==> config.mk <==
export PLATFORM = sky130hd
export DESIGN_NAME = lcd_axi_rd_arb
export DESIGN_NICKNAME = d
export VERILOG_FILES = /design/src/rtl/lcd_axi_rd_arb.sv
export SDC_FILE = /design/constraint.sdc
export NUM_CORES = 1
export LEC_CHECK = 0
export CAP_MARGIN = 40
export CELL_PAD_IN_SITES_DETAIL_PLACEMENT = 2
export CELL_PAD_IN_SITES_GLOBAL_PLACEMENT = 2
export CORE_MARGIN = 10
export CORE_UTILIZATION = 23
export DETAILED_ROUTE_END_ITERATION = 8
export PLACE_DENSITY_LB_ADDON = 0.15
export SYNTH_ARGS = -nofsm -noshare
export SYNTH_HDL_FRONTEND = slang
export SYNTH_SLANG_ARGS = --single-unit
export TNS_END_PERCENT = 100
==> constraint.sdc <==
create_clock -name M_AXI_ACLK -period 4 [get_ports M_AXI_ACLK]
set_clock_uncertainty 0.05 [all_clocks]
set_input_delay 1 -clock M_AXI_ACLK [delete_from_list [all_inputs] [get_ports M_AXI_ACLK]]
set_output_delay 1 -clock M_AXI_ACLK [all_outputs]
set_load 0.1 [all_outputs]
==> src/rtl/lcd_axi_rd_arb.sv <==
// Two-requester read-address arbiter for the LCD controller's AXI4 read master.
// S0 (frame DMA) has priority; S1 gets one forced grant after STREAK back-to-back S0 wins.
module lcd_axi_rd_arb #(
    parameter int          STREAK    = 4,
    parameter logic [2:0]  ARSIZE_V  = 3'd2,
    parameter logic [1:0]  ARBURST_V = 2'd1,
    parameter logic [3:0]  ARCACHE_V = 4'd3
) (
    input  logic        M_AXI_ACLK,
    input  logic        M_AXI_ARESETN,
    input  logic [31:0] S0_ARADDR,
    input  logic [7:0]  S0_ARLEN,
    input  logic        S0_ARVALID,
    output logic        S0_ARREADY,
    output logic        S0_RVALID,
    output logic        S0_RLAST,
    input  logic        S0_RREADY,
    input  logic [31:0] S1_ARADDR,
    input  logic [7:0]  S1_ARLEN,
    input  logic        S1_ARVALID,
    output logic        S1_ARREADY,
    output logic        S1_RVALID,
    output logic        S1_RLAST,
    input  logic        S1_RREADY,
    output logic [31:0] M_AXI_ARADDR,
    output logic [7:0]  M_AXI_ARLEN,
    output logic [2:0]  M_AXI_ARSIZE,
    output logic [1:0]  M_AXI_ARBURST,
    output logic [3:0]  M_AXI_ARCACHE,
    output logic        M_AXI_ARVALID,
    input  logic        M_AXI_ARREADY,
    input  logic        M_AXI_RVALID,
    input  logic        M_AXI_RLAST,
    input  logic [1:0]  M_AXI_RRESP,
    output logic        M_AXI_RREADY,
    output logic        grant,
    output logic        busy,
    output logic        rd_err
);

    typedef enum logic [1:0] {IDLE, ADDR, DATA} state_t;

    localparam logic [7:0] STREAK_LIM = 8'(STREAK);

    state_t      state_reg;
    logic [7:0]  streak_reg;
    logic [31:0] araddr_reg;
    logic [7:0]  arlen_reg;
    logic        arvalid_reg;
    logic        grant_reg;
    logic        rd_err_reg;

    logic        pick_s1;
    logic        in_data;
    logic        owner_rready;
    logic        beat_ok;

    // S1 wins if S0 is absent, or if S0 has already used up its streak allowance
    assign pick_s1      = S1_ARVALID & (~S0_ARVALID | (streak_reg >= STREAK_LIM));
    assign in_data      = (state_reg == DATA);
    assign owner_rready = grant_reg ? S1_RREADY : S0_RREADY;
    assign beat_ok      = in_data & M_AXI_RVALID & owner_rready;

    always_ff @(posedge M_AXI_ACLK or negedge M_AXI_ARESETN) begin
        if (!M_AXI_ARESETN) begin
            state_reg   <= IDLE;
            streak_reg  <= 8'd0;
            araddr_reg  <= 32'd0;
            arlen_reg   <= 8'd0;
            arvalid_reg <= 1'b0;
            grant_reg   <= 1'b0;
            rd_err_reg  <= 1'b0;
        end else begin
            case (state_reg)
                IDLE: begin
                    if (S0_ARVALID | S1_ARVALID) begin
                        grant_reg   <= pick_s1;
                        araddr_reg  <= pick_s1 ? S1_ARADDR : S0_ARADDR;
                        arlen_reg   <= pick_s1 ? S1_ARLEN : S0_ARLEN;
                        arvalid_reg <= 1'b1;
                        state_reg   <= ADDR;
                        if (!pick_s1 && S1_ARVALID) begin
                            if (streak_reg != 8'hFF)
                                streak_reg <= streak_reg + 8'd1;
                        end else begin
                            streak_reg <= 8'd0;
                        end
                    end
                end
                ADDR: begin
                    if (M_AXI_ARREADY) begin
                        arvalid_reg <= 1'b0;
                        state_reg   <= DATA;
                    end
                end
                DATA: begin
                    if (beat_ok) begin
                        if (M_AXI_RRESP != 2'b00)
                            rd_err_reg <= 1'b1;
                        if (M_AXI_RLAST)
                            state_reg <= IDLE;
                    end
                end
                default: state_reg <= IDLE;
            endcase
        end
    end

    assign M_AXI_ARADDR  = araddr_reg;
    assign M_AXI_ARLEN   = arlen_reg;
    assign M_AXI_ARSIZE  = ARSIZE_V;
    assign M_AXI_ARBURST = ARBURST_V;
    assign M_AXI_ARCACHE = ARCACHE_V;
    assign M_AXI_ARVALID = arvalid_reg;

    assign S0_ARREADY = (state_reg == ADDR) & ~grant_reg & M_AXI_ARREADY;
    assign S1_ARREADY = (state_reg == ADDR) &  grant_reg & M_AXI_ARREADY;

    // Only the handshake is steered; RDATA/RRESP fan out to both requesters outside this block
    assign S0_RVALID    = in_data & ~grant_reg & M_AXI_RVALID;
    assign S1_RVALID    = in_data &  grant_reg & M_AXI_RVALID;
    assign S0_RLAST     = in_data & ~grant_reg & M_AXI_RLAST;
    assign S1_RLAST     = in_data &  grant_reg & M_AXI_RLAST;
    assign M_AXI_RREADY = in_data & owner_rready;

    assign grant  = grant_reg;
    assign busy   = (state_reg != IDLE);
    assign rd_err = rd_err_reg;

endmodule

==> metrics.txt, run 1 <==
core area approximately 0.011 mm2; Required @ worst endpoint 2950 ps; fin. max-slew vios 0; utilization after layout 0.472; Max Clk Rate between 0.3 and 0.4 GHz; RePlAce Congestion 0.705; hpwl dp between 8000 and 9000 um; delay of the slowest critical-path stage ~500 ps; commonest non-fill, non-tap cells in the layout clkdlybuf4s50_1, dfrtp_1, nor2_1; FF+latch area 0.00133 mm2; Worst-Skew Late Latency 280 ps; CTS root buf clkbuf_16; max reg flops 32; CP cell instances clkdlybuf4s50_1 -> nand3b_1 -> nor2_1 -> buf_4; total detailed-routing wirelength 10500 um; sequential share of the synthesized area 0.500; Worst Path Buf+Inv 2; total CTS buffers 5; die area between 0.015 and 0.02 mm2; H-tree levels 2; Ys Warns 0; Gate Count Post-Synth around 260; RSZ-0062 raised after global routing false; vias after detailed routing roughly 2600; routed len/inst about 18 um; worst-path fanout max 4; port buffer count between 100 and 150; Clk pin slew, worst setup/hold paths ~70 ps; antenna diode count 0; critical path class in -> out; relative slew slack 0.627; Mapped Area approximately 0.0027 mm2; crit path DAT roughly 2100 ps; CP max stage cell clkdlybuf4s50_1; largest net degree at the start of global routing 44; initial antenna violation count 0; DR pass1 iterations 4; Row Count 39; Post-Synthesis Mean Instance Area roughly 10 um2; pre-CTS WS 852 ps; post_cts resized 0; Leak Pwr approximately 2.3 nW; Hold Violations, Final 0; initial drt markers 62; Routed Antenna Nets 0; TritonCTS clock tree built; P&R area growth vs syn 102%; die width roughly 130 um; fin area 0.00537 mm2; number of setup buffers added after CTS 0; Max-Cap Viols 0; layout cells sized above 1 0.160; die height between 100 and 150 um; first-pass GRT wire length ~17000 um; DR DRC count 0; crit path time final ~3100 ps; crit end category output port; status finished, final reports clean; most common cell after layout, fill and taps aside clkdlybuf4s50_1; Final setup viols 0; via/cell ratio 4.39; Final period util 0.781; fill count 1108; worst setup margin roughly 900 ps; multi-input gate area in the final layout ~0.0011 mm2; family with the most delay on the worst path buffers and inverters; Slew @ Worst Pin 553 ps; Setup Total Neg Slack 0 ps; clock sinks 53; Area after DPL 0.00519 mm2; r2r setup slk about 2300 ps; worst hold path class reg -> reg; CTS max path bufs 2; total track usage 0.127; Initial Utilization 0.233; synthesized flop and latch total 53; Peak VDD IR roughly 0.60 mV; Layout Nets 530; IO Pins 151; post-synth cell types 33; crit start category primary input; CTS Hold Buffers Added 0; gr ovfl total 0; vias in the first global route between 2000 and 3000; pwr dens roughly 1000 mW/mm2
## final cells by class
type                            count  area share
Clock buffer                        7      0.0266
Clock inverter                      1     0.00560
Inverter                            5     0.00350
Multi-Input combinational cell    181       0.212
Sequential cell                    53       0.247
Tap cell                          143      0.0333
Timing Repair Buffer              191       0.472
## worst paths after layout
path	startpoint	to	depth (start not counted)
worst max-delay path	M_AXI_ARREADY	S1_ARREADY	4
worst min-delay path	M_AXI_ARVALID	M_AXI_ARVALID	2
worst max register to register	streak_reg[7]	M_AXI_ARADDR[9]	5
worst min register to register	M_AXI_ARVALID	M_AXI_ARVALID	2
max in group asynchronous	M_AXI_ARESETN	M_AXI_ARLEN[6]	2
min in group asynchronous	M_AXI_ARESETN	M_AXI_ARADDR[19]	1
## logic make-up (layout without fill, tap and decap cells)
group | after synthesis | count (layout) | share of synthesized area
simple gates | 73 | 73 | 0.133
compound gates | 56 | 56 | 0.116
flops | 53 | 53 | 0.500
mux | 41 | 41 | 0.155
buf+inv | 29 | 204 | 0.0849
fa+ha+maj | 2 | 2 | 0.00943
other cells | 2 | 9 | 0.00283
## worst reg2reg max path: stages (launching register included)
cell	delay, ps
dfrtp_1	420
nor4b_4	380
a21boi_4	90
buf_4	260
mux2i_1	300
a21oi_1	100
## Yosys cell counts
master	count	area [um2]
dfrtp_1	53	1330
nor2_1	46	173
a21oi_1	43	215
mux2i_1	41	410
buf_4	9	67.6
buf_2	8	40.0
and3_1	6	37.5
inv_1	5	18.8
nand2_1	5	18.8
o21ai_0	5	25.0
buf_12	4	80.1
nand2b_1	3	18.8
a41oi_1	2	17.5
clkbuf_1	2	7.51
conb_1	2	7.51
ha_1	2	25.0
nand3_1	2	10.0
nor2b_1	2	12.5
or3_1	2	12.5
a21boi_2	1	11.3
a31oi_1	1	6.26
a41o_1	1	10.0
and2_0	1	6.26
and2_1	1	6.26
and4_1	1	8.76
buf_6	1	11.3
nand3b_1	1	7.51
nor2_2	1	6.26
nor3_2	1	10.0
nor4b_4	1	23.8
o211ai_1	1	7.51
o21a_1	1	7.51
o22ai_1	1	6.26
## metal layers
metal	up-vias	track usage	wire length, um
met3	2	0.0397	750
met5	-	0	0
met1	1243	0.140	4050
met2	82	0.235	5630
li1	1225	-	-
met4	0	0.0221	62
## stage by stage
step	cells	total power (W)	hold WS, ps
final	581	0.00554	434
after global routing	581	0.00580	455
after CTS	581	0.00562	442
after detailed placement	573	0.00511	422
after global placement	528	0.00379	401
after floorplan	263	0.00308	447
## power breakdown
group / switching [W] / internal, W / total, W
clock: 0.000181 / 0.000313 / 0.000494
combinational: 0.00248 / 0.00166 / 0.00413
sequential: 0.000144 / 0.000769 / 0.000913
Note: power is estimated with default switching activity, not from simulation.
==> inputs of run 2 (changes only) <==
- CORE_UTILIZATION: 23 -> 19
- clock period: 4 -> 2.72 ns (I/O delays scaled with it)
==> metrics.txt, run 2 (synthesized netlist as in run 1, its figures left out) <==
largest net degree at the start of global routing 42; Reg2Reg Depth 4; multi-input gate area in the final layout 0.00115 mm2; die area 0.0191 mm2; worst hold path class in -> async; r2r setup slk roughly 1100 ps; hpwl dp between 7000 and 8000 um; worst-path fanout max 4; Slew @ Worst Pin approximately 650 ps; H-tree levels 2; status finished, final reports clean; RePlAce Congestion between 0.7 and 0.8; hold_ws approximately 360 ps; fin. max-slew vios 0; total track usage 0.0960; TritonCTS clock tree built; Row Count 43; Clk pin slew, worst setup/hold paths 70 ps; met1 global-route usage 0.123; Max Clk Rate around 0.40 GHz; post_cts resized 0; Layout Nets ~490; met2 Use GR 0.143; CTS max path bufs 2; crit path DAT 1770 ps; vias after detailed routing approximately 2400; crit end category output port; number of setup buffers added after CTS 0; RR Endpoint streak_reg[6]; Hold Violations, Final 0; critical path class in -> out; most common cell after layout, fill and taps aside clkdlybuf4s50_1; Final setup viols 0; max reg flops 32; met3 Resource Use GR 0.0486; clock sinks 53; Worst-Skew Late Latency 290 ps; port buffer count about 140; DR DRC count 0; relative slew slack 0.568; FF+latch area between 0.001 and 0.0015 mm2; CTS root buf clkbuf_16; Routed Antenna Nets 0; routed len/inst between 15 and 20 um; crit start category primary input; Max-Cap Viols 0; DR pass1 iterations 4; Setup Total Neg Slack 0 ps; core area between 0.01 and 0.015 mm2; worst r2r src state_reg[0]; initial drt markers ~110; crit path time final between 2000 and 2500 ps; die height ~140 um; gr ovfl total 0; Required @ worst endpoint 1990 ps; fill count roughly 1600; global route hottest layer met2; IO Pins about 150; total CTS buffers 5; P&R area growth vs syn 62.9%; Final period util 0.918; via/cell ratio 4.15; total detailed-routing wirelength between 9000 and 10000 um; antenna diode count 0; die width 138 um; utilization after layout 0.314; vias in the first global route between 2000 and 3000; Initial Utilization 0.193; RSZ-0062 raised after global routing false; first-pass GRT wire length roughly 15000 um; commonest non-fill, non-tap cells in the layout clkdlybuf4s50_1, dfrtp_1, buf_4; layout cells sized above 1 0.178; CTS Hold Buffers Added 0; initial antenna violation count 0
-- run 2: cell types whose count changed in the layout (fill, tap and decap cells not counted), moves of 2 or more --
| cell | before | now |
|---|---|---|
| buf_16 | 34 | 0 |
| buf_4 | 12 | 44 |
| clkbuf_1 | 1 | 3 |
| nor2_2 | 1 | 3 |
| clkdlybuf4s50_1 | 133 | 89 |
| nor2_1 | 46 | 43 |
| buf_8 | 10 | 0 |
| buf_12 | 1 | 12 |
-- run 2: area by class of cell --
type | count | share of cell area
well taps | 180 | 0.0521
multi-input cells | 181 | 0.266
inverters | 5 | 0.00434
flip-flops and latches | 53 | 0.307
clock buffers | 8 | 0.0316
repair buffers | 146 | 0.339
-- run 2: worst max-delay path, stage by stage --
cell             delay [ps]
clkdlybuf4s50_1         490
nand3b_1                200
nor2_2                  200
buf_12                  190
-- run 2: per-stage QoR --
step	area (um2)	setup slack, ps	std cells
6_report	4320	224	573
3_5_place_dp	4190	206	565
5_1_grt	4320	145	573
3_3_place_gp	4190	249	565
2_1_floorplan	2690	-32.6	263
4_1_cts	4320	197	573
-- run 2: worst max-delay path by stage --
stage | start | endpoint | slack (ps) | depth (start not counted)
3_5_place_dp | M_AXI_ARREADY | S0_ARREADY | 210 | 4
6_report | M_AXI_ARREADY | S0_ARREADY | 220 | 4
5_1_grt | M_AXI_ARREADY | S0_ARREADY | 140 | 4
4_1_cts | M_AXI_ARREADY | S0_ARREADY | 200 | 4
3_3_place_gp | M_AXI_ARREADY | S0_ARREADY | 250 | 4
2_1_floorplan | grant | M_AXI_RREADY | -30 | 2
-- run 2: metal layers --
metal / wire length (um) / share of wire / vias up
li1: - / - / 1130
met1: 4400 / 0.47 / 1135
met2: 4040 / 0.43 / 104
met3: 904 / 0.096 / 7
met4: 59 / 0.0063 / 0
met5: 0 / 0 / -
Power of run 2 is left out: the tool's default activity adds up to more than one toggle a clock period on the data nets, which glitch-free logic cannot reach.
==> edit 1 (settings of run 1) <==
Encoding of `state_t`: now one-hot (3 bits for 3 states).
--- a/src/rtl/lcd_axi_rd_arb.sv
+++ b/src/rtl/lcd_axi_rd_arb.sv
@@ -38,7 +38,7 @@
     output logic        rd_err
 );
 
-    typedef enum logic [1:0] {IDLE, ADDR, DATA} state_t;
+    typedef enum logic [2:0] {IDLE = 3'b001, ADDR = 3'b010, DATA = 3'b100} state_t;
 
     localparam logic [7:0] STREAK_LIM = 8'(STREAK);
 
Formal check against the unedited RTL: same outputs for any inputs over 10 cycles, from zero or initial values and one cycle with M_AXI_ARESETN low; not proved beyond that.
==> edit 1 against run 1 <==
Sequential share of layout area is 0.63 points higher; via count up 2.1%; die area rose by 1.9%; largest power group unchanged; critical path depth unchanged; worst setup slack gained 0.039 ns; final area shrank 0.54%; clock power fell by 14%; wire length up 7.1%; sequential cell count grew 1; first-iteration DRC count shrank 37%; synthesized area increased by 2.3%; power fell by 2.7%; count of clock-buffer cells in the layout shrank 2.
==> edit 1: results (changes against run 1) <==
* CP top delay family: buffers and inverters
* Slowest CP cell: clkdlybuf4s50_1
* Setup bufs post-CTS at 0 (unchanged)
* Post-synth top cells: nor2_1, dfrtp_1, a21oi_1, mux2i_1, buf_4
* Vias in the first global route at 3122 (+4.9%)
* Num CTS Buffers at 5 (unchanged)
* Crit path launch: M_AXI_RLAST
* Global-route wire length before repair at 17600 µm (+5.7%)
* Worst EP arrival at 2.04 ns (-0.03 ns)
* Netlist cell types at 33 (unchanged)
* Outcome: finished clean
* # fillers at 1156 (+4.3%)
* Ys flop type: dfrtp_1
* Min Tclk post-route at 3.09 ns (-0.0390 ns)
* Async SR Flop Fraction at 100% (unchanged)
* # diodes at 0 (unchanged)
* Proportion of layout cells with a drive suffix above 1 at 16.3% (+0.27 points)
* Gr usage total at 13.5% (+0.85 points)
* # clock sinks at 54 (+1.9%)
* Met1 WL at 3940 µm (-2.8%)
* Pin count of the biggest net entering global routing at 44 (unchanged)
* R2R setup slack at 1.84 ns (-0.43 ns)
* Max IR drop VDD at 0.000782 V (+31%)
* # setup viols final at 0 (unchanged)
* Gpl congestion at 0.691 (-1.9%)
* Warning count from the yosys run at 0 (unchanged)
* DP Worst Slack at 0.897 ns (+0.0446 ns)
* Met3 WL at 841 µm (+12%)
* CP peak stage delay at 0.49 ns
* Worst Setup EP: S0_RLAST
* Leak at 2.27 nW (-1.0%)
* DR iter-0 viols at 39 (-37%)
* Clock root buffer: clkbuf_16
* Worst Tran Pin Value at 0.662 ns (+0.108 ns)
* PortBufs at 141 (unchanged)
* Top cells by area, synth: dfrtp_1, mux2i_1, a21oi_1, nor2_1, buf_12
* Cells on worst reg2reg path at 5 (unchanged)
* Reg2reg start: state_reg[0]
* Worst-skew pair later-pin latency at 0.30 ns (+0.02 ns)
* Bufs on Longest Clock Path at 2 (unchanged)
* Drt total wl at 11200 µm (+7.1%)
* GRT overflow at 0 (unchanged)
* Worst-path fanout max at 2 (-2)
* Routed vias/inst at 4.45 (+1.2%)
* Hold crit path type: register to register
* Number of flip-flops in the largest register at 32 (unchanged)
* Min Hold Slack at 0.439 ns (+0.00479 ns)
* Nets@finish at 536 (+1.1%)
* # resized after CTS at 0 (unchanged)
* RR Endpoint: M_AXI_ARLEN[2]
* Sequential area share after synthesis at 49.8% (-0.16 points)
* DP HPWL at 9410 µm (+5.5%)
* # H-tree levels at 2 (unchanged)
* WL met2 at 6360 µm (+13%)
* Initial antenna violation count at 0 (unchanged)
==> edit 1: cell types whose count changed after synthesis, moves of 2 or more <==
cell,delta
nand2_1,+2
o31ai_1,+2
buf_6,+3
nand2b_1,-2
and3_1,-6
nor2_1,+10
buf_2,-2
==> edit 1: worst min path at each step <==
stage                        from             to  cells after the start
detailed placement  M_AXI_ARVALID  M_AXI_ARVALID                      1
CTS                 M_AXI_ARVALID  M_AXI_ARVALID                      1
global route               rd_err         rd_err                      2
global placement           rd_err         rd_err                      2
floorplan           streak_reg[5]  streak_reg[5]                      2
finish                     rd_err         rd_err                      2
==> edit 1: final cells by class <==
| class | count | area (µm²) | area share (%) |
|---|---|---|---|
| well taps | 143 | 179 | 3.35 |
| flip-flops and latches | 54 | 1350 | 25.3 |
| multi-input cells | 186 | 1140 | 21.4 |
| clock buffers | 5 | 125 | 2.34 |
| repair buffers | 191 | 2510 | 47.0 |
| clock inverters | 2 | 10.0 | 0.188 |
| inverters | 5 | 18.8 | 0.352 |
==> edit 1: report_power, final <==
part,switching (W),leakage (nW),internal [W]
logic,0.00243,1.58,0.00161
registers,0.000138,0.620,0.000785
clock network,0.000197,0.0694,0.000227
total,0.00277,2.27,0.00263
==> edit 1: per-layer routing <==
| layer | track usage [%] | vias to the layer above |
|---|---|---|
| li1 | - | 1236 |
| met1 | 13.4 | 1279 |
| met2 | 26.5 | 82 |
| met3 | 4.72 | 9 |
| met4 | 2.75 | 0 |
| met5 | 0 | - |
==> edit 1: through the flow <==
| stage | std cells | utilization, % | power, W | instance area (µm²) |
|---|---|---|---|---|
| 6_report | 586 | 46.5 | 0.00539 | 5340 |
| 5_1_grt | 586 | 46.5 | 0.00565 | 5340 |
| 4_1_cts | 586 | 46.5 | 0.00549 | 5340 |
| 3_5_place_dp | 579 | 45.4 | 0.00503 | 5200 |
| 3_3_place_gp | 535 | 36.0 | 0.00372 | 4130 |
| 2_1_floorplan | 270 | - | 0.00307 | 2740 |
==> edit 1: tightest hold or removal path: cells and delay by family, from the launching register on <==
family	cells	cell delay (ns)
buf+inv	1	0.04
flops	1	0.35
compound gates	1	0.06
==> edit 1: logic make-up after synthesis <==
| family | share of synthesized area, % |
|---|---|
| mux | 15.1 |
| simple gates | 12.7 |
| other cells | 0.277 |
| compound gates | 11.8 |
| flops | 49.8 |
| buf+inv | 9.31 |
| fa+ha+maj | 0.922 |
==> edit 2 (config.mk and constraints of run 1) <==
Made on the original files. Register the output `rd_err` once more, cleared by the reset; this adds one clock of latency there. The other outputs are not delayed to match.
--- a/src/rtl/lcd_axi_rd_arb.sv
+++ b/src/rtl/lcd_axi_rd_arb.sv
@@ -125,7 +125,13 @@
 
     assign grant  = grant_reg;
     assign busy   = (state_reg != IDLE);
-    assign rd_err = rd_err_reg;
+    always_ff @(posedge M_AXI_ACLK or negedge M_AXI_ARESETN) begin
+        if (!M_AXI_ARESETN) begin
+            rd_err <= '0;
+        end else begin
+            rd_err <= rd_err_reg;
+        end
+    end
 
 endmodule
 
Behaviour: not the same (a bounded check fails within 4 cycles, from zero or initial values and one cycle with M_AXI_ARESETN low).
==> edit 2 against run 1 <==
Final area down 0.28%; synthesized area up 0.94%; power down 0.21%; worst setup slack worse by 0.012 ns; highest routed layer unchanged; final cell count down 0.17%; sequential cell count up 1; critical path type unchanged; largest cell class unchanged; non-clock buffer count down 2; wire length up 5.6%; die area up 0.79%.
==> edit 2: results (changes against run 1) <==
* Outcome: finished clean
* Drt total wl at 11100 µm (+5.6%)
* Worst-path fanout max at 4 (unchanged)
* # diodes at 0 (unchanged)
* Nets@finish at 529 (-0.19%)
* DP Worst Slack at 0.871 ns (+0.0185 ns)
* Post-Layout Cell Count at 580 (-0.17%)
* Post-synth top cells: dfrtp_1, nor2_1, a21oi_1, mux2i_1, buf_4
* Gr usage total at 13.4% (+0.73 points)
* Vias in the first global route at 3054 (+2.7%)
* # H-tree levels at 2 (unchanged)
* Initial antenna violation count at 0 (unchanged)
* Worst EP arrival at 2.09 ns (+0.02 ns)
* Leak at 2.28 nW (-0.52%)
* Routed vias/inst at 4.43 (+0.88%)
* Clock root buffer: clkbuf_16
* Pin count of the biggest net entering global routing at 69 (+57%)
* Worst-skew pair later-pin latency at 0.29 ns
* # resized after CTS at 0 (unchanged)
* Num CTS Buffers at 5 (unchanged)
* Global-route wire length before repair at 17400 µm (+4.3%)
* DP HPWL at 9070 µm (+1.6%)
* Bufs on Longest Clock Path at 2 (unchanged)
* Setup bufs post-CTS at 0 (unchanged)
* Sw frac at 51.3% (+0.78 points)
* Gpl congestion at 0.766 (+8.7%)
* Number of flip-flops in the largest register at 32 (unchanged)
* Hold crit path type: register to register
* PortBufs at 141 (unchanged)
* Worst Tran Pin Value at 0.727 ns (+0.173 ns)
* DR iter-0 viols at 92 (+48%)
* Reg clk slew, reported paths at 0.07 ns (about the same)
* Min Tclk post-route at 3.14 ns (+0.0121 ns)
* Dpl cell area at 0.00520 mm² (+0.19%)
* Warning count from the yosys run at 0 (unchanged)
* Min Hold Slack at 0.332 ns (-0.102 ns)
* Top cells by area, synth: dfrtp_1, mux2i_1, a21oi_1, nor2_1, buf_12
* Sequential area share after synthesis at 50.5% (+0.47 points)
* Max IR drop VDD at 0.000690 V (+16%)
* R2R setup slack at 2.15 ns (-0.12 ns)
* Async SR Flop Fraction at 100% (unchanged)
* Inst Count DP at 572 (-0.17%)
* Netlist cell types at 33 (unchanged)
* Proportion of layout cells with a drive suffix above 1 at 15.6% (-0.42 points)
* Gate count after technology mapping at 257 (+0.39%)
* Drt first pass iters at 4 (unchanged)
-- edit 2: worst paths after layout --
| kind | startpoint | to | cells after the start |
|---|---|---|---|
| setup / recovery | M_AXI_ARREADY | S1_ARREADY | 4 |
| hold / removal | rd_err_reg | rd_err | 0 |
| setup reg to reg | state_reg[0] | M_AXI_ARADDR[0] | 5 |
| hold reg to reg | rd_err_reg | rd_err | 0 |
| max in group asynchronous | M_AXI_ARESETN | streak_reg[4] | 2 |
| min in group asynchronous | M_AXI_ARESETN | M_AXI_ARLEN[3] | 2 |
-- edit 2: kinds of logic (layout without fill, tap and decap cells) --
family | count (synthesis) | in the layout | synth area share [%]
AND/OR/NAND/NOR | 73 | 73 | 13.1
AO/OA/AOI/OAI | 56 | 56 | 11.4
flip-flops | 54 | 54 | 50.5
multiplexers | 41 | 41 | 15.3
buffers and inverters | 29 | 202 | 8.41
adder cells (fa/ha/maj) | 2 | 2 | 0.934
other | 2 | 9 | 0.280
-- edit 2: layout make-up --
| class | instances | area (µm²) |
|---|---|---|
| Inverter | 5 | 18.8 |
| Clock buffer | 7 | 143 |
| Multi-Input combinational cell | 181 | 1140 |
| Fill cell | 1166 | 6070 |
| Tap cell | 143 | 179 |
| Timing Repair Buffer | 189 | 2520 |
| Clock inverter | 1 | 5.00 |
| Sequential cell | 54 | 1350 |
-- edit 2: routing by layer --
metal	global-route usage, %	wire [µm]
met5	0	0
met4	3.18	77
met3	3.23	547
met2	26.2	6350
met1	13.9	4110
-- edit 2: metrics by stage --
step	total power (W)	util, %
detailed placement	0.00515	45.6
global placement	0.00381	36.1
CTS	0.00562	46.9
finish	0.00553	46.9
global route	0.00579	46.9
floorplan	0.00309	-
-- edit 2: worst max-delay path, stage by stage --
cell,delay (ns)
clkdlybuf4s50_1,0.49
nand3b_1,0.15
nor2_1,0.13
buf_4,0.30
-- edit 2: power by group through the flow --
stage / combinational [W] / sequential [W] / clock, W
global route: 0.00433 / 0.000972 / 0.000491
floorplan: 0.000642 / 0.00245 / 0
detailed placement: 0.00421 / 0.000946 / 0
global placement: 0.00289 / 0.000920 / 0
CTS: 0.00422 / 0.000939 / 0.000462
finish: 0.00416 / 0.000932 / 0.000440
